### src/rtl/cpu_axi_bridge.sv
// Bridges NUM_PORTS SRAM-like request ports onto one AXI master.
// Round-robin issue, one outstanding access per port, read-after-write guard.
module cpu_axi_bridge #(
   parameter int NUM_PORTS = 2,
   parameter int ID_WIDTH  = 4
) (
   input  logic                    clock,
   input  logic                    reset_,
   input  logic [NUM_PORTS-1:0]    port_request,
   input  logic [NUM_PORTS-1:0]    port_write,
   input  logic [2*NUM_PORTS-1:0]  port_size,
   input  logic [32*NUM_PORTS-1:0] port_address,
   input  logic [32*NUM_PORTS-1:0] port_write_data,
   output logic [32*NUM_PORTS-1:0] port_read_data,
   output logic [NUM_PORTS-1:0]    port_address_ready,
   output logic [NUM_PORTS-1:0]    port_data_ready,
   output logic [ID_WIDTH-1:0]     axi_read_address_id,
   output logic [31:0]             axi_read_address_address,
   output logic [7:0]              axi_read_address_length,
   output logic [2:0]              axi_read_address_size,
   output logic [1:0]              axi_read_address_burst,
   output logic [1:0]              axi_read_address_lock,
   output logic [3:0]              axi_read_address_cache,
   output logic [2:0]              axi_read_address_protection,
   output logic                    axi_read_address_valid,
   input  logic                    axi_read_address_ready,
   input  logic [ID_WIDTH-1:0]     axi_read_data_id,
   input  logic [31:0]             axi_read_data_data,
   input  logic [1:0]              axi_read_data_response,
   input  logic                    axi_read_data_last,
   input  logic                    axi_read_data_valid,
   output logic                    axi_read_data_ready,
   output logic [ID_WIDTH-1:0]     axi_write_address_id,
   output logic [31:0]             axi_write_address_address,
   output logic [7:0]              axi_write_address_length,
   output logic [2:0]              axi_write_address_size,
   output logic [1:0]              axi_write_address_burst,
   output logic [1:0]              axi_write_address_lock,
   output logic [3:0]              axi_write_address_cache,
   output logic [2:0]              axi_write_address_protection,
   output logic                    axi_write_address_valid,
   input  logic                    axi_write_address_ready,
   output logic [ID_WIDTH-1:0]     axi_write_data_id,
   output logic [31:0]             axi_write_data_data,
   output logic [3:0]              axi_write_data_strobe,
   output logic                    axi_write_data_last,
   output logic                    axi_write_data_valid,
   input  logic                    axi_write_data_ready,
   input  logic [ID_WIDTH-1:0]     axi_write_responce_id,
   input  logic [1:0]              axi_write_responce_responce,
   input  logic                    axi_write_responce_valid,
   output logic                    axi_write_responce_ready
);

   localparam int PW = (NUM_PORTS > 1) ? $clog2(NUM_PORTS) : 1;

   logic [NUM_PORTS-1:0] busy_q, busy_d, wr_q, wr_d, dready_q, dready_d;
   logic [29:0]          haz_q [NUM_PORTS];
   logic [29:0]          haz_d [NUM_PORTS];
   logic [31:0]          rdata_q [NUM_PORTS];
   logic [31:0]          rdata_d [NUM_PORTS];
   logic [PW-1:0]        ptr_q, ptr_d;
   logic                 ar_valid_q, ar_valid_d, aw_valid_q, aw_valid_d;
   logic                 w_valid_q, w_valid_d;
   logic [ID_WIDTH-1:0]  ar_id_q, ar_id_d, aw_id_q, aw_id_d;
   logic [31:0]          ar_addr_q, ar_addr_d, aw_addr_q, aw_addr_d;
   logic [1:0]           ar_size_q, ar_size_d, aw_size_q, aw_size_d;
   logic [31:0]          w_data_q, w_data_d;
   logic [3:0]           w_strb_q, w_strb_d;

   logic [NUM_PORTS-1:0] raw, elig, grant;
   logic                 gnt_any, gnt_wr, ar_free, w_free;
   logic [PW-1:0]        gnt_idx;
   logic [1:0]           gnt_size;
   logic [31:0]          gnt_addr, gnt_wdata;
   logic                 unused;

   function automatic logic [3:0] strobe(input logic [1:0] sz, input logic [1:0] a);
      case (sz)
         2'd0:    strobe = 4'b0001 << a;
         2'd1:    strobe = a[1] ? 4'b1100 : 4'b0011;
         default: strobe = 4'b1111;
      endcase
   endfunction

   assign ar_free = !ar_valid_q || axi_read_address_ready;
   assign w_free  = !aw_valid_q && !w_valid_q;

   // A read must not overtake any pending write to the same word.
   always_comb begin
      raw  = '0;
      elig = '0;
      for (int i = 0; i < NUM_PORTS; i++) begin
         for (int j = 0; j < NUM_PORTS; j++)
            if (busy_q[j] && wr_q[j] && haz_q[j] == port_address[32*i+2 +: 30])
               raw[i] = 1'b1;
         elig[i] = reset_ && port_request[i] && !busy_q[i] &&
                   (port_write[i] ? w_free : (ar_free && !raw[i]));
      end
   end

   always_comb begin
      int idx;
      idx       = 0;
      grant     = '0;
      gnt_any   = 1'b0;
      gnt_idx   = '0;
      gnt_wr    = 1'b0;
      gnt_size  = '0;
      gnt_addr  = '0;
      gnt_wdata = '0;
      for (int k = 0; k < NUM_PORTS; k++) begin
         idx = int'(ptr_q) + k;
         if (idx >= NUM_PORTS)
            idx = idx - NUM_PORTS;
         if (!gnt_any && elig[idx]) begin
            gnt_any    = 1'b1;
            grant[idx] = 1'b1;
            gnt_idx    = PW'(idx);
            gnt_wr     = port_write[idx];
            gnt_size   = port_size[2*idx +: 2];
            gnt_addr   = port_address[32*idx +: 32];
            gnt_wdata  = port_write_data[32*idx +: 32];
         end
      end
   end

   always_comb begin
      busy_d     = busy_q;
      wr_d       = wr_q;
      haz_d      = haz_q;
      rdata_d    = rdata_q;
      dready_d   = '0;
      ptr_d      = ptr_q;
      ar_valid_d = ar_valid_q && !axi_read_address_ready;
      ar_id_d    = ar_id_q;
      ar_addr_d  = ar_addr_q;
      ar_size_d  = ar_size_q;
      aw_valid_d = aw_valid_q && !axi_write_address_ready;
      aw_id_d    = aw_id_q;
      aw_addr_d  = aw_addr_q;
      aw_size_d  = aw_size_q;
      w_valid_d  = w_valid_q && !axi_write_data_ready;
      w_data_d   = w_data_q;
      w_strb_d   = w_strb_q;
      for (int k = 0; k < NUM_PORTS; k++) begin
         if (axi_read_data_valid && axi_read_data_id == ID_WIDTH'(k) &&
             busy_q[k] && !wr_q[k]) begin
            rdata_d[k]  = axi_read_data_data;
            dready_d[k] = 1'b1;
            busy_d[k]   = 1'b0;
         end
         if (axi_write_responce_valid && axi_write_responce_id == ID_WIDTH'(k) &&
             busy_q[k] && wr_q[k]) begin
            dready_d[k] = 1'b1;
            busy_d[k]   = 1'b0;
         end
      end
      if (gnt_any) begin
         busy_d[gnt_idx] = 1'b1;
         wr_d[gnt_idx]   = gnt_wr;
         ptr_d = (int'(gnt_idx) == NUM_PORTS - 1) ? '0 : gnt_idx + 1'b1;
         if (gnt_wr) begin
            aw_valid_d     = 1'b1;
            aw_id_d        = ID_WIDTH'(gnt_idx);
            aw_addr_d      = gnt_addr;
            aw_size_d      = gnt_size;
            w_valid_d      = 1'b1;
            w_data_d       = gnt_wdata;
            w_strb_d       = strobe(gnt_size, gnt_addr[1:0]);
            haz_d[gnt_idx] = gnt_addr[31:2];
         end else begin
            ar_valid_d = 1'b1;
            ar_id_d    = ID_WIDTH'(gnt_idx);
            ar_addr_d  = gnt_addr;
            ar_size_d  = gnt_size;
         end
      end
   end

   always_ff @(posedge clock or negedge reset_) begin
      if (!reset_) begin
         busy_q     <= '0;
         wr_q       <= '0;
         dready_q   <= '0;
         ptr_q      <= '0;
         ar_valid_q <= 1'b0;
         ar_id_q    <= '0;
         ar_addr_q  <= '0;
         ar_size_q  <= '0;
         aw_valid_q <= 1'b0;
         aw_id_q    <= '0;
         aw_addr_q  <= '0;
         aw_size_q  <= '0;
         w_valid_q  <= 1'b0;
         w_data_q   <= '0;
         w_strb_q   <= '0;
         for (int i = 0; i < NUM_PORTS; i++) begin
            haz_q[i]   <= '0;
            rdata_q[i] <= '0;
         end
      end else begin
         busy_q     <= busy_d;
         wr_q       <= wr_d;
         dready_q   <= dready_d;
         ptr_q      <= ptr_d;
         ar_valid_q <= ar_valid_d;
         ar_id_q    <= ar_id_d;
         ar_addr_q  <= ar_addr_d;
         ar_size_q  <= ar_size_d;
         aw_valid_q <= aw_valid_d;
         aw_id_q    <= aw_id_d;
         aw_addr_q  <= aw_addr_d;
         aw_size_q  <= aw_size_d;
         w_valid_q  <= w_valid_d;
         w_data_q   <= w_data_d;
         w_strb_q   <= w_strb_d;
         haz_q      <= haz_d;
         rdata_q    <= rdata_d;
      end
   end

   for (genvar i = 0; i < NUM_PORTS; i++) begin : g_rd
      assign port_read_data[32*i +: 32] = rdata_q[i];
   end

   assign port_address_ready = grant;
   assign port_data_ready    = dready_q;

   assign axi_read_address_id          = ar_id_q;
   assign axi_read_address_address     = ar_addr_q;
   assign axi_read_address_length      = 8'd0;
   assign axi_read_address_size        = {1'b0, ar_size_q};
   assign axi_read_address_burst       = 2'b01;
   assign axi_read_address_lock        = 2'b00;
   assign axi_read_address_cache       = 4'd0;
   assign axi_read_address_protection  = 3'd0;
   assign axi_read_address_valid       = ar_valid_q;
   assign axi_read_data_ready          = 1'b1;

   assign axi_write_address_id         = aw_id_q;
   assign axi_write_address_address    = aw_addr_q;
   assign axi_write_address_length     = 8'd0;
   assign axi_write_address_size       = {1'b0, aw_size_q};
   assign axi_write_address_burst      = 2'b01;
   assign axi_write_address_lock       = 2'b00;
   assign axi_write_address_cache      = 4'd0;
   assign axi_write_address_protection = 3'd0;
   assign axi_write_address_valid      = aw_valid_q;

   assign axi_write_data_id            = aw_id_q;
   assign axi_write_data_data          = w_data_q;
   assign axi_write_data_strobe        = w_strb_q;
   assign axi_write_data_last          = 1'b1;
   assign axi_write_data_valid         = w_valid_q;
   assign axi_write_responce_ready     = 1'b1;

   // Response codes carry no meaning for the SRAM-like ports.
   assign unused = ^{axi_read_data_response, axi_read_data_last,
                     axi_write_responce_responce};

endmodule

### config.mk
export PLATFORM = sky130hd
export DESIGN_NAME = cpu_axi_bridge
export DESIGN_NICKNAME = d
export VERILOG_FILES = /design/src/rtl/cpu_axi_bridge.sv
export SDC_FILE = /design/constraint.sdc
export NUM_CORES = 1
export LEC_CHECK = 0
export ABC_AREA = 1
export ABC_CLOCK_PERIOD_IN_PS = 2700
export CORE_UTILIZATION = 48
export DETAILED_ROUTE_END_ITERATION = 8
export GPL_TIMING_DRIVEN = 0
export PLACE_DENSITY = 0.87
export SYNTH_ARGS = -nofsm -noshare
export SYNTH_HDL_FRONTEND = slang
export SYNTH_SLANG_ARGS = --single-unit
### constraint.sdc
create_clock -name clock -period 2.7 [get_ports clock]
set_input_delay 0.27 -clock clock [delete_from_list [all_inputs] [get_ports clock]]
set_output_delay 0.27 -clock clock [all_outputs]
set_load 0.1 [all_outputs]
==> summary.md <==
| Metric | Value |
|---|---|
| Kind of critical path | `flop to output pin` |
| Via count | `14573` |
| Synth Instances | `between 1500 and 2000` |
| Final WS setup | `-48.11 ps` |
| Hold EP | `port_read_data[52]$_DFFE_PN0P_` |
| Synth warnings | `0` |
| CTS tree | `yes` |
| Final antenna-violating net count | `0` |
| Clk sinks | `240` |
| Tot Pwr | `27220 µW` |
| CP Data Required Time | `2430 ps` |
| Seq cells post-synth | `240` |
| Die area | `29010 µm²` |
| Clock root buffer | `clkbuf_16` |
| Final min period | `2748 ps` |
| Maximum capacitance violations | `0` |
| Clk_lat worst skew | `roughly 560 ps` |
| Die width | `170.3 µm` |
| Post-synth cell types | `34` |
| DR WL/cell | `19.63 µm` |
| Power per cell area | `1353 nW/µm²` |
| Worst R2R Path Depth | `20` |
| DR pass1 iterations | `5` |
| Final Util | `72.24%` |
| Final wirelength | `53.87 mm` |
| Gr ovfl total | `0` |
| Clock buffer count from CTS | `27` |
| Worst hold path depth | `3` |
| Clock Tree Buf Depth | `3` |
| Setup crit end kind | `output pin` |
| Post-synthesis sequential area ratio | `44.16%` |
| Clock Skews | `11.43 ps` |
| Status | `finished, violations left` |
| Pleak | `0.01007 µW` |
| Gate power share | `62.2%` |
| VDD IR max | `1.277 mV` |
| Cell Area, Synth | `approximately 14000 µm²` |
| Core region area | `~28000 µm²` |
| Slew headroom | `27.18%` |
| Final setup fails | `9` |
| Reg2reg setup slack | `-20 ps` |
| RSZ-0062 raised after global routing | `true` |
| Vias in the first global route | `approximately 14000` |
| Startpoint types | `flop` |
| Tot GR Track Use | `36.34%` |
| DP Area | `17930 µm²` |
| Sw power | `15480 µW` |
| Vias per cell | `5.311` |
| Violated checks | `setup timing` |
| Final hold violations | `0` |
| Post-synth EDFFs | `0` |
| Chip Height | `approximately 170 µm` |
| Clock power share | `between 15 and 20%` |
| Seq pwr share | `between 20% and 30%` |
| Post-route cell area | `20130 µm²` |
| Drc violations | `0` |
| Largest net degree at the start of global routing | `80` |
| P&R area growth vs syn | `47.99%` |
| CTS clock-pin slew for the worst setup and hold paths | `around 60 ps` |
| FF-to-FF Start | `haz_q[26]$_DFFE_PN0P_` |
| Internal power | `11740 µW` |
| Primary FF master, synth | `dfrtp_1` |
| Commonest cells after routing, fill and taps aside | `810 x nand2_1, 356 x clkdlybuf4s50_1, 232 x dfrtp_1` |
| Fmax | `363.9 MHz` |
| Worst reg2reg path endpoint | `ar_size_q[1]$_DFFE_PN0P_` |
| # port buffers | `360` |
| Crit share post-route | `101.8%` |
| Fin Setup TNS | `-118.4 ps` |
| Slew Limit Fails | `0` |
| Initial drt markers | `1368` |
| Diode count | `0` |
| H-tree depth | `1` |
| Min-delay src | `axi_read_data_data[20]` |
| Final nets | `2533` |
| Initial antenna violation count | `0` |
| Fraction of layout cells with a size suffix above 1 | `around 15%` |
| HP Class | `input pin to flop` |
| FP Rows | `61` |
| Async SR Flop Fraction | `100.0%` |
| DP Worst Slack | `-1535 ps` |
| Switching Share | `56.86%` |
| # IOs | `418` |
| CP max FO | `3` |
| Syn Area/Cell | `7.268 µm²` |
| First-pass GRT wire length | `80.11 mm` |
| GP Congestion | `~1` |
| HPWL after DPL | `39.50 mm` |
| Initial Util | `48.82%` |
| Worst-Margin Slew | `1089 ps` |
| Leading cell type in the layout, fill and taps excluded | `nand2_1` |
| Critical Path AT | `2480 ps` |
-- worst max path at each step --
stage,startpoint,end,slack (ps),cells past startpoint
after CTS,haz_q[51]$_DFFE_PN0P_,wr_q[1]$_DFFE_PN0P_,0.4,17
after global placement,reset_,port_address_ready[0],-10000,8
final,haz_q[26]$_DFFE_PN0P_,port_address_ready[0],-50,14
after detailed placement,reset_,port_address_ready[1],-1540,8
after floorplan,axi_write_data_valid$_DFF_PN0_,wr_q[1]$_DFFE_PN0P_,10,10
after global routing,haz_q[10]$_DFFE_PN0P_,axi_read_address_address[27]$_DFFE_PN0P_,-110,18
-- worst max-delay path: stages, from the launching register on --
cell,delay (ps)
dfrtp_2,430
buf_12,140
xnor2_4,180
nand2_1,70
nor2_1,100
nand2_1,90
nor2_1,130
nand2_2,110
nand3_4,120
nand2_4,80
nand2_4,90
nand2_4,90
nand2_4,90
inv_2,40
buf_12,150
-- power groups by stage --
stage	sequential (µW)	clock [µW]	combinational, µW
floorplan	13800	0	3880
global placement	5890	0	16000
detailed placement	5920	0	16200
CTS	5910	4320	16500
global route	6090	4460	17600
finish	5960	4320	16900
-- synthesized netlist by cell type (7+ instances only) --
library cell	n	area [µm²]
clkinv_1	8	30.03
o21ai_0	137	685.7
inv_2	26	97.59
o22ai_1	55	344.1
dfrtp_1	240	6006
o22ai_2	7	87.58
or2_2	33	206.5
clkbuf_1	38	142.6
inv_1	137	514.2
buf_4	66	495.5
nand4_1	22	137.6
mux2i_1	40	400.4
a21oi_1	32	160.2
nand3_1	16	80.08
nor2_1	80	300.3
nand2_1	828	3108
buf_2	25	125.1
xnor2_1	41	359.1
-- logic make-up (layout without fill, tap and decap cells) --
kind of cell              count (synthesis)  after routing  synth area share, %
DFF                                     240            240                44.16
and+or+nand+nor                         997            997                29.25
muxes                                    40             40                2.944
xor gates and xnor gates                 45             45                2.898
buffers and inverters                   310            755                10.98
other                                     2             52              0.05522
AOI/OAI and AO/OA                       237            237                9.716
-- what timing repair did --
action                                  in CTS  in global routing
setup buffers                                9                 15
hold endpoints to repair                    77                  0
gates resized for setup                     93                 96
cloned                                       1                  4
hold buffers                                 5                  0
pin swaps                                   22                 22
endpoints found under the setup margin     173                173
-- sequential cells by signal (all words and copies together) (netlist names) --
register                   count
aw_size_q                      2
wr_q                           2
axi_write_data_valid           1
haz_q                         60
busy_q                         2
axi_write_address_id           1
axi_read_address_id            1
ar_size_q                      2
axi_write_address_address     32
ptr_q                          1
axi_write_data_strobe          4
axi_write_data_data           32
port_read_data                64
port_data_ready                2
axi_read_address_valid         1
axi_write_address_valid        1
axi_read_address_address      32
-- metal layers --
metal | vias up | wire (µm) | GRT usage, %
met5 | - | 0 | 0
met4 | 0 | 2277 | 14.53
met3 | 150 | 4669 | 6.233
met2 | 785 | 25330 | 59.80
met1 | 6957 | 21590 | 47.53
li1 | 6681 | - | -
-- through the flow --
stage,cells,hold WS [ps]
after global placement,2659,462.8
after floorplan,1921,-25.59
after detailed placement,2661,277.5
after CTS,2726,267.8
final,2744,272.5
after global routing,2744,297.2
-- area by class of cell --
type / count / area, µm²
Timing Repair Buffer: 396 / 4148
Fill cell: 2113 / 7732
Buffer: 136 / 947.2
Clock buffer: 36 / 799.5
Sequential cell: 240 / 6016
Multi-Input combinational cell: 1371 / 6819
Inverter: 173 / 673.1
Clock inverter: 14 / 250.2
Tap cell: 378 / 473.0
Power figures use the tool's default switching activity.
